`config.mk`:
```
export PLATFORM = sky130hd
export DESIGN_NAME = nl2_dbank_scrub_queue
export DESIGN_NICKNAME = d
export VERILOG_FILES = /design/src/rtl/nl2_dbank_scrub_pkg.sv /design/src/rtl/nl2_dbank_scrub_fifo.sv /design/src/rtl/nl2_dbank_scrub_queue.sv
export SDC_FILE = /design/constraint.sdc
export NUM_CORES = 1
export LEC_CHECK = 0
export ABC_AREA = 1
export CAP_MARGIN = 20
export CORE_MARGIN = 10
export CORE_UTILIZATION = 40
export CTS_CLUSTER_DIAMETER = 150
export DETAILED_ROUTE_END_ITERATION = 10
export GPL_ROUTABILITY_DRIVEN = 1
export PLACE_DENSITY = 0.56
export SLEW_MARGIN = 20
export SYNTH_ARGS = -nofsm -noshare
export SYNTH_HDL_FRONTEND = slang
export SYNTH_HIERARCHICAL = 1
export SYNTH_SLANG_ARGS = --single-unit
```
`constraint.sdc`:
```
create_clock -name dbank_ctrl_clk -period 3.4 [get_ports dbank_ctrl_clk]
set_clock_uncertainty 0.1 [all_clocks]
set_input_delay 0.68 -clock dbank_ctrl_clk [delete_from_list [all_inputs] [get_ports dbank_ctrl_clk]]
set_output_delay 0.68 -clock dbank_ctrl_clk [all_outputs]
set_load 0.005 [all_outputs]
```
`src/rtl/nl2_dbank_scrub_pkg.sv`:
```
// Shared types for the dbank scrub queue: entry bundle, FSM states,
// and a saturating add used by the SBE/DBE event counters.
package nl2_dbank_scrub_pkg;

  localparam int N_SRAM          = 4;
  localparam int BLOCK_ADDR_SIZE = 10;

  typedef struct packed {
    logic [N_SRAM-1:0]          sram_sel;
    logic [BLOCK_ADDR_SIZE-1:0] block_addr;
  } scrub_entry_t;

  typedef enum logic [1:0] {
    IDLE,
    REQ,
    WAIT
  } scrub_st_t;

  function automatic logic [31:0] sat_add(
    input logic [31:0] cnt,
    input logic [1:0]  inc,
    input logic [31:0] max
  );
    logic [32:0] sum;
    sum = {1'b0, cnt} + {31'b0, inc};
    if (sum > {1'b0, max}) begin
      return max;
    end
    return sum[31:0];
  endfunction

endpackage

```
`src/rtl/nl2_dbank_scrub_fifo.sv`:
```
// Dedup queue of pending scrubs: DEPTH slots, wrapping pointers, valid bits.
// Ports: push/din in, pop in, fly_vld/fly in-flight compare, head/empty/ovf out.
module nl2_dbank_scrub_fifo
  import nl2_dbank_scrub_pkg::*;
#(
  parameter int DEPTH = 4
) (
  input  logic         clk,
  input  logic         rst_n,
  input  logic         push,
  input  scrub_entry_t din,
  input  logic         pop,
  input  logic         fly_vld,
  input  scrub_entry_t fly,
  output scrub_entry_t head,
  output logic         empty,
  output logic         ovf
);

  localparam int PW = $clog2(DEPTH);
  localparam int CW = PW + 1;

  scrub_entry_t     mem [DEPTH];
  logic [DEPTH-1:0] vld;
  logic [PW-1:0]    wr_ptr;
  logic [PW-1:0]    rd_ptr;
  logic [CW-1:0]    cnt;
  logic             dup;
  logic             full;
  logic             do_push;
  logic             do_pop;

  always_comb begin
    dup = fly_vld && (fly == din);
    for (int i = 0; i < DEPTH; i++) begin
      dup = dup | (vld[i] && (mem[i] == din));
    end
  end

  assign empty   = (cnt == '0);
  assign full    = (cnt == CW'(DEPTH));
  assign do_pop  = pop & ~empty;
  // a pop in the same cycle frees the slot the push needs
  assign do_push = push & ~dup & (~full | do_pop);
  assign ovf     = push & ~dup & full & ~do_pop;
  assign head    = mem[rd_ptr];

  always_ff @(posedge clk or negedge rst_n) begin
    if (!rst_n) begin
      wr_ptr <= '0;
      rd_ptr <= '0;
      cnt    <= '0;
      vld    <= '0;
      for (int i = 0; i < DEPTH; i++) begin
        mem[i] <= '0;
      end
    end else begin
      // pop clears before push sets: on a full push+pop both hit one slot
      if (do_pop) begin
        vld[rd_ptr] <= 1'b0;
        rd_ptr      <= rd_ptr + 1'b1;
      end
      if (do_push) begin
        mem[wr_ptr] <= din;
        vld[wr_ptr] <= 1'b1;
        wr_ptr      <= wr_ptr + 1'b1;
      end
      if (do_push && !do_pop) begin
        cnt <= cnt + CW'(1);
      end else if (do_pop && !do_push) begin
        cnt <= cnt - CW'(1);
      end
    end
  end

endmodule

```
`src/rtl/nl2_dbank_scrub_queue.sv`:
```
// Scrub queue top: issues queued scrubs to the dbank arbiter one at a time,
// holds do_scrub until done/timeout, keeps SBE/DBE counters and sticky flags.
module nl2_dbank_scrub_queue
  import nl2_dbank_scrub_pkg::*;
#(
  parameter int DEPTH       = 4,
  parameter int CNT_W       = 16,
  parameter int TIMEOUT_CYC = 255
) (
  input  logic                       dbank_ctrl_clk,
  input  logic                       rst_a_n,
  input  logic                       scrub_en,
  input  logic                       scrub_req_valid,
  input  logic [N_SRAM-1:0]          scrub_req_sram_sel,
  input  logic [BLOCK_ADDR_SIZE-1:0] scrub_req_block_addr,
  input  logic                       rmw_sbe,
  input  logic                       rmw_dbe,
  input  logic                       rd_dbe,
  output logic                       scrub_cmd_valid,
  input  logic                       scrub_cmd_accept,
  output logic [N_SRAM-1:0]          scrub_cmd_sram_sel,
  output logic [BLOCK_ADDR_SIZE-1:0] scrub_cmd_block_addr,
  input  logic                       scrub_done,
  output logic                       do_scrub,
  output logic [CNT_W-1:0]           sbe_cnt,
  output logic [CNT_W-1:0]           dbe_cnt,
  input  logic                       cnt_clr,
  output logic                       ovf_sticky,
  output logic                       tmo_sticky,
  input  logic                       flag_clr,
  output logic                       scrub_idle
);

  localparam int TW = (TIMEOUT_CYC > 1) ? $clog2(TIMEOUT_CYC) : 1;
  localparam logic [31:0] CMAX = {{(32-CNT_W){1'b0}}, {CNT_W{1'b1}}};

  scrub_st_t    st;
  scrub_st_t    st_nxt;
  scrub_entry_t req;
  scrub_entry_t head;
  scrub_entry_t fly;
  logic         empty;
  logic         ovf;
  logic         pop;
  logic         tmo_hit;
  logic [TW-1:0] tmo_cnt;
  logic [31:0]  sbe_sum;
  logic [31:0]  dbe_sum;

  assign req.sram_sel   = scrub_req_sram_sel;
  assign req.block_addr = scrub_req_block_addr;

  nl2_dbank_scrub_fifo #(
    .DEPTH (DEPTH)
  ) u_fifo (
    .clk     (dbank_ctrl_clk),
    .rst_n   (rst_a_n),
    .push    (scrub_req_valid),
    .din     (req),
    .pop     (pop),
    .fly_vld (st == WAIT),
    .fly     (fly),
    .head    (head),
    .empty   (empty),
    .ovf     (ovf)
  );

  assign tmo_hit = (TIMEOUT_CYC != 0) && (st == WAIT) && !scrub_done &&
                   (tmo_cnt == TW'(TIMEOUT_CYC - 1));

  always_comb begin
    st_nxt = st;
    pop    = 1'b0;
    unique case (st)
      IDLE: begin
        if (!empty && scrub_en) st_nxt = REQ;
      end
      REQ: begin
        if (scrub_cmd_accept) begin
          st_nxt = WAIT;
          pop    = 1'b1;
        end
      end
      WAIT: begin
        if (scrub_done || tmo_hit) st_nxt = IDLE;
      end
      default: st_nxt = IDLE;
    endcase
  end

  assign scrub_cmd_valid      = (st == REQ);
  assign scrub_cmd_sram_sel   = head.sram_sel;
  assign scrub_cmd_block_addr = head.block_addr;
  assign do_scrub             = (st == WAIT);
  assign scrub_idle           = empty && (st == IDLE);

  assign sbe_sum = sat_add({{(32-CNT_W){1'b0}}, sbe_cnt},
                           {1'b0, scrub_req_valid} + {1'b0, rmw_sbe}, CMAX);
  assign dbe_sum = sat_add({{(32-CNT_W){1'b0}}, dbe_cnt},
                           {1'b0, rmw_dbe} + {1'b0, rd_dbe}, CMAX);

  always_ff @(posedge dbank_ctrl_clk or negedge rst_a_n) begin
    if (!rst_a_n) begin
      st         <= IDLE;
      fly        <= '0;
      tmo_cnt    <= '0;
      sbe_cnt    <= '0;
      dbe_cnt    <= '0;
      ovf_sticky <= 1'b0;
      tmo_sticky <= 1'b0;
    end else begin
      st <= st_nxt;
      if (pop) fly <= head;
      tmo_cnt <= (st == WAIT) ? tmo_cnt + 1'b1 : '0;
      sbe_cnt <= cnt_clr ? '0 : sbe_sum[CNT_W-1:0];
      dbe_cnt <= cnt_clr ? '0 : dbe_sum[CNT_W-1:0];
      ovf_sticky <= flag_clr ? 1'b0 : (ovf_sticky | ovf);
      tmo_sticky <= flag_clr ? 1'b0 : (tmo_sticky | tmo_hit);
    end
  end

endmodule

```
==> parameters.txt, run 1 <==
Parameter                              Value

Worst setup path
  Kind of critical path ... primary input to flop
  Maximum fanout count along the critical path ... 7
  Kind of end point of the critical path ... flop
  End of the worst register-to-register path ... u_fifo/cnt[1]$_DFFE_PN0P_
  Largest stage delay on the critical path ... just over 600 ps
  Setup crit start kind ... primary input
  Cells on worst reg2reg path ... 10
  Register-to-register setup slack ... 700 ps
  Sequence of cells on the critical path ... clkdlybuf4s50_1 > inv_2 > o21ai_0 > inv_1 > nand2_1 > nor2_1 > nand2_1 > nand3_2 > nor2_4 > nand2_1 > inv_1 > ha_1 > inv_1 > fa_1 > a21oi_1 > o21ai_0 > xor2_1
  Arrival time of data at the critical path endpoint ... between 3000 and 4000 ps
  Slowest-stage cell, CP ... sky130_fd_sc_hd__clkdlybuf4s50_1
  Critical Path RT ... around 3600 ps
  Worst r2r src ... u_fifo/cnt[0]$_DFFE_PN0P_

Timing
  Setup repair after global routing missed its margin ... false
  Worst-case headroom to the max-slew limit ... between 50 and 60%
  Slew @ Worst Pin ... around 630 ps
  Fin. Hold Viols ... 0
  Tmin final ... between 3000 and 4000 ps
  Total negative slack for setup checks ... 0 ps
  Final critical-path share of the clock period ... between 90% and 100%
  Fmax achieved ... around 320 MHz
  Final number of setup-violating endpoints ... 0
  Count of pins over their slew limit ... 0

Synthesis
  Adder-cell area share of the yosys netlist ... around 2.7%
  Basic-gate share of the synthesized area counting and, or, nand and nor cells ... around 38%
  Top cell type by total area after synthesis ... sky130_fd_sc_hd__dfrtp_1
  Post-Syn Instances ... ~1200
  Netlist Area Pre-Place ... around 0.0084 mm2
  Count of warnings emitted by yosys ... 6
  Portion of the post-synthesis area used by sequential elements ... a little under two fifths
  Area share of xor/xnor cells in the synthesized design ... around 4.4%
  Total of flip-flops plus latches after synthesis ... approximately 130
  Count of flip-flops with a built-in enable after synthesis ... 0
  Cells taking the most area after synthesis ... sky130_fd_sc_hd__dfrtp_1, sky130_fd_sc_hd__nand2_1, sky130_fd_sc_hd__nor2_1
  Distinct cell type count of the synthesized netlist ... 46
  Fraction of synthesis flops using an asynchronous set or reset pin ... between 90% and 100%
  Proportion of netlist area held by the largest area contributor ... between 30% and 40%
  Most used flip-flop cell after synthesis ... sky130_fd_sc_hd__dfrtp_1
  Synthesized-area fraction occupied by ao, oa, aoi and oai cells ... about 8.4%
  Post-synthesis area per instance ... 7.07 um2
  Largest family of logic cells by synthesized area ... simple AND/OR/NAND/NOR gates
  Synth Net Count ... 1226
  Multiplexer share of the synthesized area ... less than 1%

Job
  Maximum capacitance violations ... 0

Drt
  Routed length on met1 ... about 14000 um
  Number of design-rule violations left by the first detailed-router iteration ... ~750
  Total number of vias ... between 8000 and 9000
  Detailed-route wire length per cell ... around 19 um
  Met2 wire length ... 14000 um
  Met3 Routed Length ... ~2200 um
  Vias per Instance ... between 5 and 6
  Post-DRT Antenna Nets ... 0
  Max Used Layer ... met5
  Detailed-routing iteration count for the pre-antenna-repair pass ... 7
  Detailed Route WL ... around 30000 um
  DRC violation count after routing ... 0

Power and ir drop
  Leak pwr ... 0.00517 uW
  IR drop worst, VDD ... roughly 0.45 mV
  Power per cell area ... 789 mW/mm2

Clock tree
  TritonCTS clock tree ... built
  Clk root buf ... sky130_fd_sc_hd__clkbuf_16
  Count of instances resized after the clock tree is built ... 0
  Hold-fix buffer count after cts ... 0
  H-tree levels ... 4
  Skew-Pair Late Insertion Delay ... around 430 ps
  Post-CTS setup repair buffer count ... 0
  Total clock sinks ... roughly 130
  Maximum buffer depth of the clock tree ... 2
  CTS buffer count ... 17
  Clock-pin slew on the worst setup and hold paths ... roughly 70 ps

Layout
  Nets ... ~1400
  Area used by sequential logic in the layout ... roughly 0.0031 mm2
  Number of non-filler instances in the completed layout ... around 1600
  Diode count ... 0
  Area of all placed cells without fillers ... roughly 0.010 mm2
  Commonest cells after routing, fill and taps aside ... sky130_fd_sc_hd__nand2_1, sky130_fd_sc_hd__nor2_1, sky130_fd_sc_hd__dfrtp_1
  Synthesis-to-finish area growth ... 25.1%
  Area of the multi-input gates ... roughly 0.0045 mm2
  Share of layout cells above drive strength 1 ... 14.9%
  Total of fill cells in the finished design ... 2086
  Most common cell after layout, fill and taps aside ... sky130_fd_sc_hd__nand2_1

Floorplan
  I/O pins ... 76
  Initial standard-cell utilization of the core ... 41.0%
  Die W ... between 150 and 200 um
  Placeable core region ... between 0.02 and 0.025 mm2
  Die Height ... between 150 and 200 um
  Die Outline Area ... roughly 0.027 mm2
  Placement Rows ... between 50 and 60

Placed design
  Placed cell count ... between 1500 and 2000
  Placed cell areas ... 0.00992 mm2
  Routability cong. ... roughly 1.0
  Number of port buffers ... 75
  DPL Wire Length ... 22800 um

Outcome
  Run status ... finished clean

Min path
  Hold WC Path Type ... primary input to async pin

Global routing
  Largest net degree at the start of global routing ... 64
  Number of antenna violations at the first check in global routing ... 0
  Global-route wire length before repair ... ~47000 um
  Overall fraction of global-route tracks in use ... a little under a quarter
  Gr ovfl total ... 0
  Via count of the first global-routing pass ... between 7000 and 8000
==> registers in the layout (all words and copies together) (netlist names) <==
name / flops
sbe_cnt: 16
fly: 14
u_fifo/vld: 4
tmo_sticky: 1
ovf_sticky: 1
u_fifo/wr_ptr: 2
u_fifo/rd_ptr: 2
u_fifo/mem: 56
st: 2
dbe_cnt: 16
u_fifo/cnt: 3
tmo_cnt: 8
==> worst max path at each step <==
stage | cells after the start | slack (ps) | startpoint | endpoint
finish | 17 | 270 | scrub_req_sram_sel[1] | u_fifo/cnt[2]$_DFFE_PN0P_
floorplan | 14 | 380 | scrub_cmd_accept | u_fifo/cnt[2]$_DFFE_PN0P_
detailed placement | 17 | -120 | scrub_req_sram_sel[1] | u_fifo/cnt[2]$_DFFE_PN0P_
global placement | 14 | -140 | scrub_req_sram_sel[2] | u_fifo/cnt[1]$_DFFE_PN0P_
global route | 17 | 100 | scrub_req_sram_sel[1] | u_fifo/cnt[2]$_DFFE_PN0P_
CTS | 17 | 320 | scrub_req_sram_sel[1] | u_fifo/cnt[2]$_DFFE_PN0P_
==> stage by stage <==
step	total power (uW)	worst slack (ps)	util, %	hold slack [ps]
finish	8280	268	51.4	125
floorplan	4530	384	-	284
global placement	6400	-142	48.6	376
CTS	8250	317	51.4	144
global route	8830	101	51.4	165
detailed placement	6430	-118	48.6	380
==> cells in the mapped netlist, types with 2 or more instances <==
master and instances:
sky130_fd_sc_hd__fa_1 3, sky130_fd_sc_hd__ha_1 13, sky130_fd_sc_hd__dfrtp_1 125, sky130_fd_sc_hd__buf_2 4, sky130_fd_sc_hd__a21oi_2 19, sky130_fd_sc_hd__buf_6 17
sky130_fd_sc_hd__inv_2 9, sky130_fd_sc_hd__o21ai_2 2, sky130_fd_sc_hd__a21oi_1 36, sky130_fd_sc_hd__nor2_2 2, sky130_fd_sc_hd__xnor2_1 18, sky130_fd_sc_hd__nand2_2 13
sky130_fd_sc_hd__clkbuf_1 19, sky130_fd_sc_hd__nor3_1 9, sky130_fd_sc_hd__xor2_2 2, sky130_fd_sc_hd__nand2_4 3, sky130_fd_sc_hd__buf_1 2, sky130_fd_sc_hd__inv_4 2
sky130_fd_sc_hd__nor2_4 5, sky130_fd_sc_hd__o21ai_1 6, sky130_fd_sc_hd__nand3_4 2, sky130_fd_sc_hd__nand3_2 2, sky130_fd_sc_hd__o21ai_0 45, sky130_fd_sc_hd__xor2_1 20
sky130_fd_sc_hd__inv_1 105, sky130_fd_sc_hd__nand4_1 65, sky130_fd_sc_hd__nand2_1 429, sky130_fd_sc_hd__nand3b_1 4, sky130_fd_sc_hd__o22ai_1 6, sky130_fd_sc_hd__nand3_1 30
sky130_fd_sc_hd__nor2_1 145, sky130_fd_sc_hd__nand4_4 4, sky130_fd_sc_hd__buf_4 6
==> final cells by class <==
| class | instances | area share (%) |
|---|---|---|
| tap | 270 | 3.22 |
| inverter | 117 | 4.25 |
| clock inverter | 12 | 1.06 |
| sequential | 125 | 29.8 |
| multi-input combinational | 894 | 42.6 |
| clock buffer | 20 | 4.35 |
| timing repair buffer | 172 | 14.7 |
==> power breakdown <==
| group | leakage (uW) | switching, uW | internal, uW |
|---|---|---|---|
| Combinational | 0.00329 | 2350 | 1570 |
| Clock | 0.000274 | 731 | 1050 |
| Sequential | 0.00161 | 619 | 1960 |
==> worst max-delay path, delay by kind of cell <==
family	cells	cell delay (ps)
buffers and inverters	5	920
AND/OR/NAND/NOR	6	570
adder cells (fa/ha/maj)	2	510
AO/OA/AOI/OAI	3	500
XOR/XNOR	1	150
==> layer usage <==
| metal | up-vias | global-route usage (%) |
|---|---|---|
| met5 | - | 1.32 |
| met4 | 2 | 5.56 |
| met3 | 37 | 5.80 |
| met2 | 298 | 35.4 |
| met1 | 3902 | 31.2 |
| li1 | 4037 | - |
==> cells by family after synthesis <==
family | after synthesis
mux | 1
compound gates | 118
buf+inv | 166
fa+ha+maj | 16
simple gates | 719
xor+xnor | 40
flops | 125
Power figures use the tool's default switching activity.
==> run 2: changes to the inputs <==
--- a/config.mk
+++ b/config.mk
@@ -10,9 +10,10 @@
 export CORE_MARGIN = 10
 export CORE_UTILIZATION = 40
 export CTS_CLUSTER_DIAMETER = 150
+export CTS_CLUSTER_SIZE = 16
 export DETAILED_ROUTE_END_ITERATION = 10
 export GPL_ROUTABILITY_DRIVEN = 1
-export PLACE_DENSITY = 0.56
+export PLACE_DENSITY = 0.66
 export SLEW_MARGIN = 20
 export SYNTH_ARGS = -nofsm -noshare
 export SYNTH_HDL_FRONTEND = slang
==> parameters.txt, run 2 (synthesis gave the netlist of run 1 again) <==
Parameter                              Value

Clock tree
  Clk root buf ... sky130_fd_sc_hd__clkbuf_16
  Clock-pin slew on the worst setup and hold paths ... 60 ps (about the same)
  Post-CTS setup repair buffer count ... 0 (unchanged)
  TritonCTS clock tree ... built
  CTS buffer count ... 17 (unchanged)
  Maximum buffer depth of the clock tree ... 2 (unchanged)
  Hold-fix buffer count after cts ... 0 (unchanged)
  Count of instances resized after the clock tree is built ... 0 (unchanged)
  H-tree levels ... 4 (unchanged)
  Total clock sinks ... 125 (unchanged)
  Skew-Pair Late Insertion Delay ... 430 ps (about the same)

Worst setup path
  Maximum fanout count along the critical path ... 15 (+8)
  Cells on worst reg2reg path ... 13 (+3)
  Critical Path RT ... 2620 ps (-980 ps)
  Family with the most delay on the worst path ... buffers and inverters
  Buf+Inv Stages, Crit Path ... 3 (-2)
  Largest stage delay on the critical path ... 590 ps (-30 ps)
  Most prevalent standard cell on the critical path ... sky130_fd_sc_hd__a21oi_1
  Slowest-stage cell, CP ... sky130_fd_sc_hd__clkdlybuf4s50_1
  Setup crit start kind ... flop
  Arrival time of data at the critical path endpoint ... 2380 ps (-950 ps)
  WP depth ... 5 (-12)
  Kind of critical path ... flop to primary output
  Sequence of cells on the critical path ... inv_1 > buf_4 > a21oi_1 > a21oi_1 > clkdlybuf4s50_1
  Kind of end point of the critical path ... primary output

Outcome
  Run status ... finished clean

Timing
  Worst-case headroom to the max-slew limit ... 55.7% (-2.5 points)
  Total negative slack for setup checks ... 0 ps (unchanged)
  Final critical-path share of the clock period ... 93.1% (+0.96 points)
  Tmin final ... 3160 ps (+32.6 ps)
  Fmax achieved ... 316 MHz (-1.0%)
  Setup repair after global routing missed its margin ... false
  Slew @ Worst Pin ... 665 ps (+37.4 ps)
  Fin. Hold Viols ... 0 (unchanged)
  Final number of setup-violating endpoints ... 0 (unchanged)
  Worst Hold Margin ... 148 ps (+23.2 ps)
  Count of pins over their slew limit ... 0 (unchanged)

Drt
  Post-DRT Antenna Nets ... 0 (unchanged)
  Detailed-routing iteration count for the pre-antenna-repair pass ... 5 (-2)
  Total number of vias ... 8353 (+0.93%)
  Detailed-route wire length per cell ... 18.2 um (-4.3%)
  DRC violation count after routing ... 0 (unchanged)
  Vias per Instance ... 5.19 (+0.99%)
  Detailed Route WL ... 29200 um (-4.3%)
  Number of design-rule violations left by the first detailed-router iteration ... 748 (-0.66%)

Job
  Maximum capacitance violations ... 0 (unchanged)

Layout
  Number of non-filler instances in the completed layout ... 1609 (-0.062%)
  Diode count ... 0 (unchanged)
  Register with the most flip-flops ... u_fifo/mem
  Most common cell after layout, fill and taps aside ... sky130_fd_sc_hd__nand2_1
  Number of flip-flops in the largest register ... 56 (unchanged)
  Synthesis-to-finish area growth ... 25.4%
  Core utilization of the finished layout ... 51.4% (+0.092 points)
  Share of layout cells above drive strength 1 ... 14.9% (about the same)
  Nets ... 1367 (-0.073%)
  Registers with the most flip-flops ... u_fifo/mem: 56 flops, dbe_cnt: 16 flops, sbe_cnt: 16 flops
  Commonest cells after routing, fill and taps aside ... sky130_fd_sc_hd__nand2_1, sky130_fd_sc_hd__nor2_1, sky130_fd_sc_hd__dfrtp_1
  Total of fill cells in the finished design ... 2001 (-4.1%)

Min path
  Hold WC Path Type ... primary input to async pin

Global routing
  Largest net degree at the start of global routing ... 61 (-4.7%)
  Global-route wire length before repair ... 46000 um (-2.5%)
  Via count of the first global-routing pass ... 8219 (+3.4%)
  Overall fraction of global-route tracks in use ... 21.8% (-1.0 points)
  Gr ovfl total ... 0 (unchanged)
  Number of antenna violations at the first check in global routing ... 0 (unchanged)

Floorplan
  Die Outline Area ... 0.0271 mm2 (unchanged)
  Placeable core region ... 0.0204 mm2 (unchanged)
  Die W ... 165 um (unchanged)
  Placement Rows ... 52 (unchanged)
  Initial standard-cell utilization of the core ... 41.0% (unchanged)
  I/O pins ... 76 (unchanged)
  Die Height ... 165 um (unchanged)

Placed design
  Routability cong. ... 0.974 (-3.0%)
  Number of port buffers ... 75 (unchanged)
  Placed cell count ... 1577 (-0.063%)
  DPL Wire Length ... 21200 um (-6.6%)

Power and ir drop
  Power per cell area ... 793 mW/mm2 (+0.51%)
  IR drop worst, VDD ... 0.295 mV (-35%)
  Leak pwr ... 0.00519 uW (+0.23%)
==> run 2: changes by cell type in the layout (fill, tap and decap cells not counted) <==
cell                        change
sky130_fd_sc_hd__inv_6          -3
sky130_fd_sc_hd__buf_12         -3
sky130_fd_sc_hd__clkinv_4       +2
sky130_fd_sc_hd__clkbuf_1       -1
sky130_fd_sc_hd__buf_4          +2
sky130_fd_sc_hd__bufinv_16      +3
sky130_fd_sc_hd__clkbuf_8       -1
==> run 2: per-stage QoR <==
stage	area, um2	setup slack [ps]	total power [uW]
after floorplan	8380	384	4530
after global placement	9880	-60.1	6250
after detailed placement	9880	-100	6270
after CTS	10500	245	8280
after global routing	10500	100	8870
final	10500	235	8340
==> run 2: where the power goes <==
part	internal, uW	total (uW)	switching, uW
Sequential	1960	2570	606
Clock	1250	1990	740
Combinational	1520	3780	2260
Total	4730	8340	3610
==> run 2: worst register-to-register path: cells and delay by family, from the launching register on <==
family | cells | cell delay (ps)
mux | 1 | 270
fa+ha+maj | 2 | 600
xor+xnor | 1 | 310
flops | 1 | 410
buf+inv | 2 | 130
simple gates | 7 | 700
==> run 2: area by class of cell <==
cell class              count  area (um2)  share of cell area, %
well taps                 270         338                   3.21
clock inverters            14         193                   1.83
clock buffers              18         439                   4.18
multi-input cells         894        4470                   42.5
repair buffers            171        1500                   14.3
flip-flops and latches    125        3130                   29.8
inverters                 117         445                   4.24
==> run 2: per-layer routing <==
layer,up-vias,track usage (%),share of wire (%)
li1,4045,-,-
met1,3936,28.5,45
met2,303,33.8,45
met3,69,4.88,6.5
met4,0,9.74,3.7
met5,-,0,0
==> run 2: final timing paths <==
check | startpoint | to | slack, ps
worst max register to register | u_fifo/mem[54]$_DFFE_PN0P_ | u_fifo/cnt[1]$_DFFE_PN0P_ | 790
min in group dbank_ctrl_clk | tmo_cnt[0]$_DFF_PN0_ | tmo_cnt[0]$_DFF_PN0_ | 380
worst max-delay path | u_fifo/rd_ptr[0]$_DFFE_PN0P_ | scrub_cmd_sram_sel[1] | 240
worst min register to register | tmo_cnt[0]$_DFF_PN0_ | tmo_cnt[0]$_DFF_PN0_ | 380
max in group asynchronous | rst_a_n | u_fifo/mem[14]$_DFFE_PN0P_ | 2330
worst min-delay path | rst_a_n | u_fifo/mem[40]$_DFFE_PN0P_ | 150
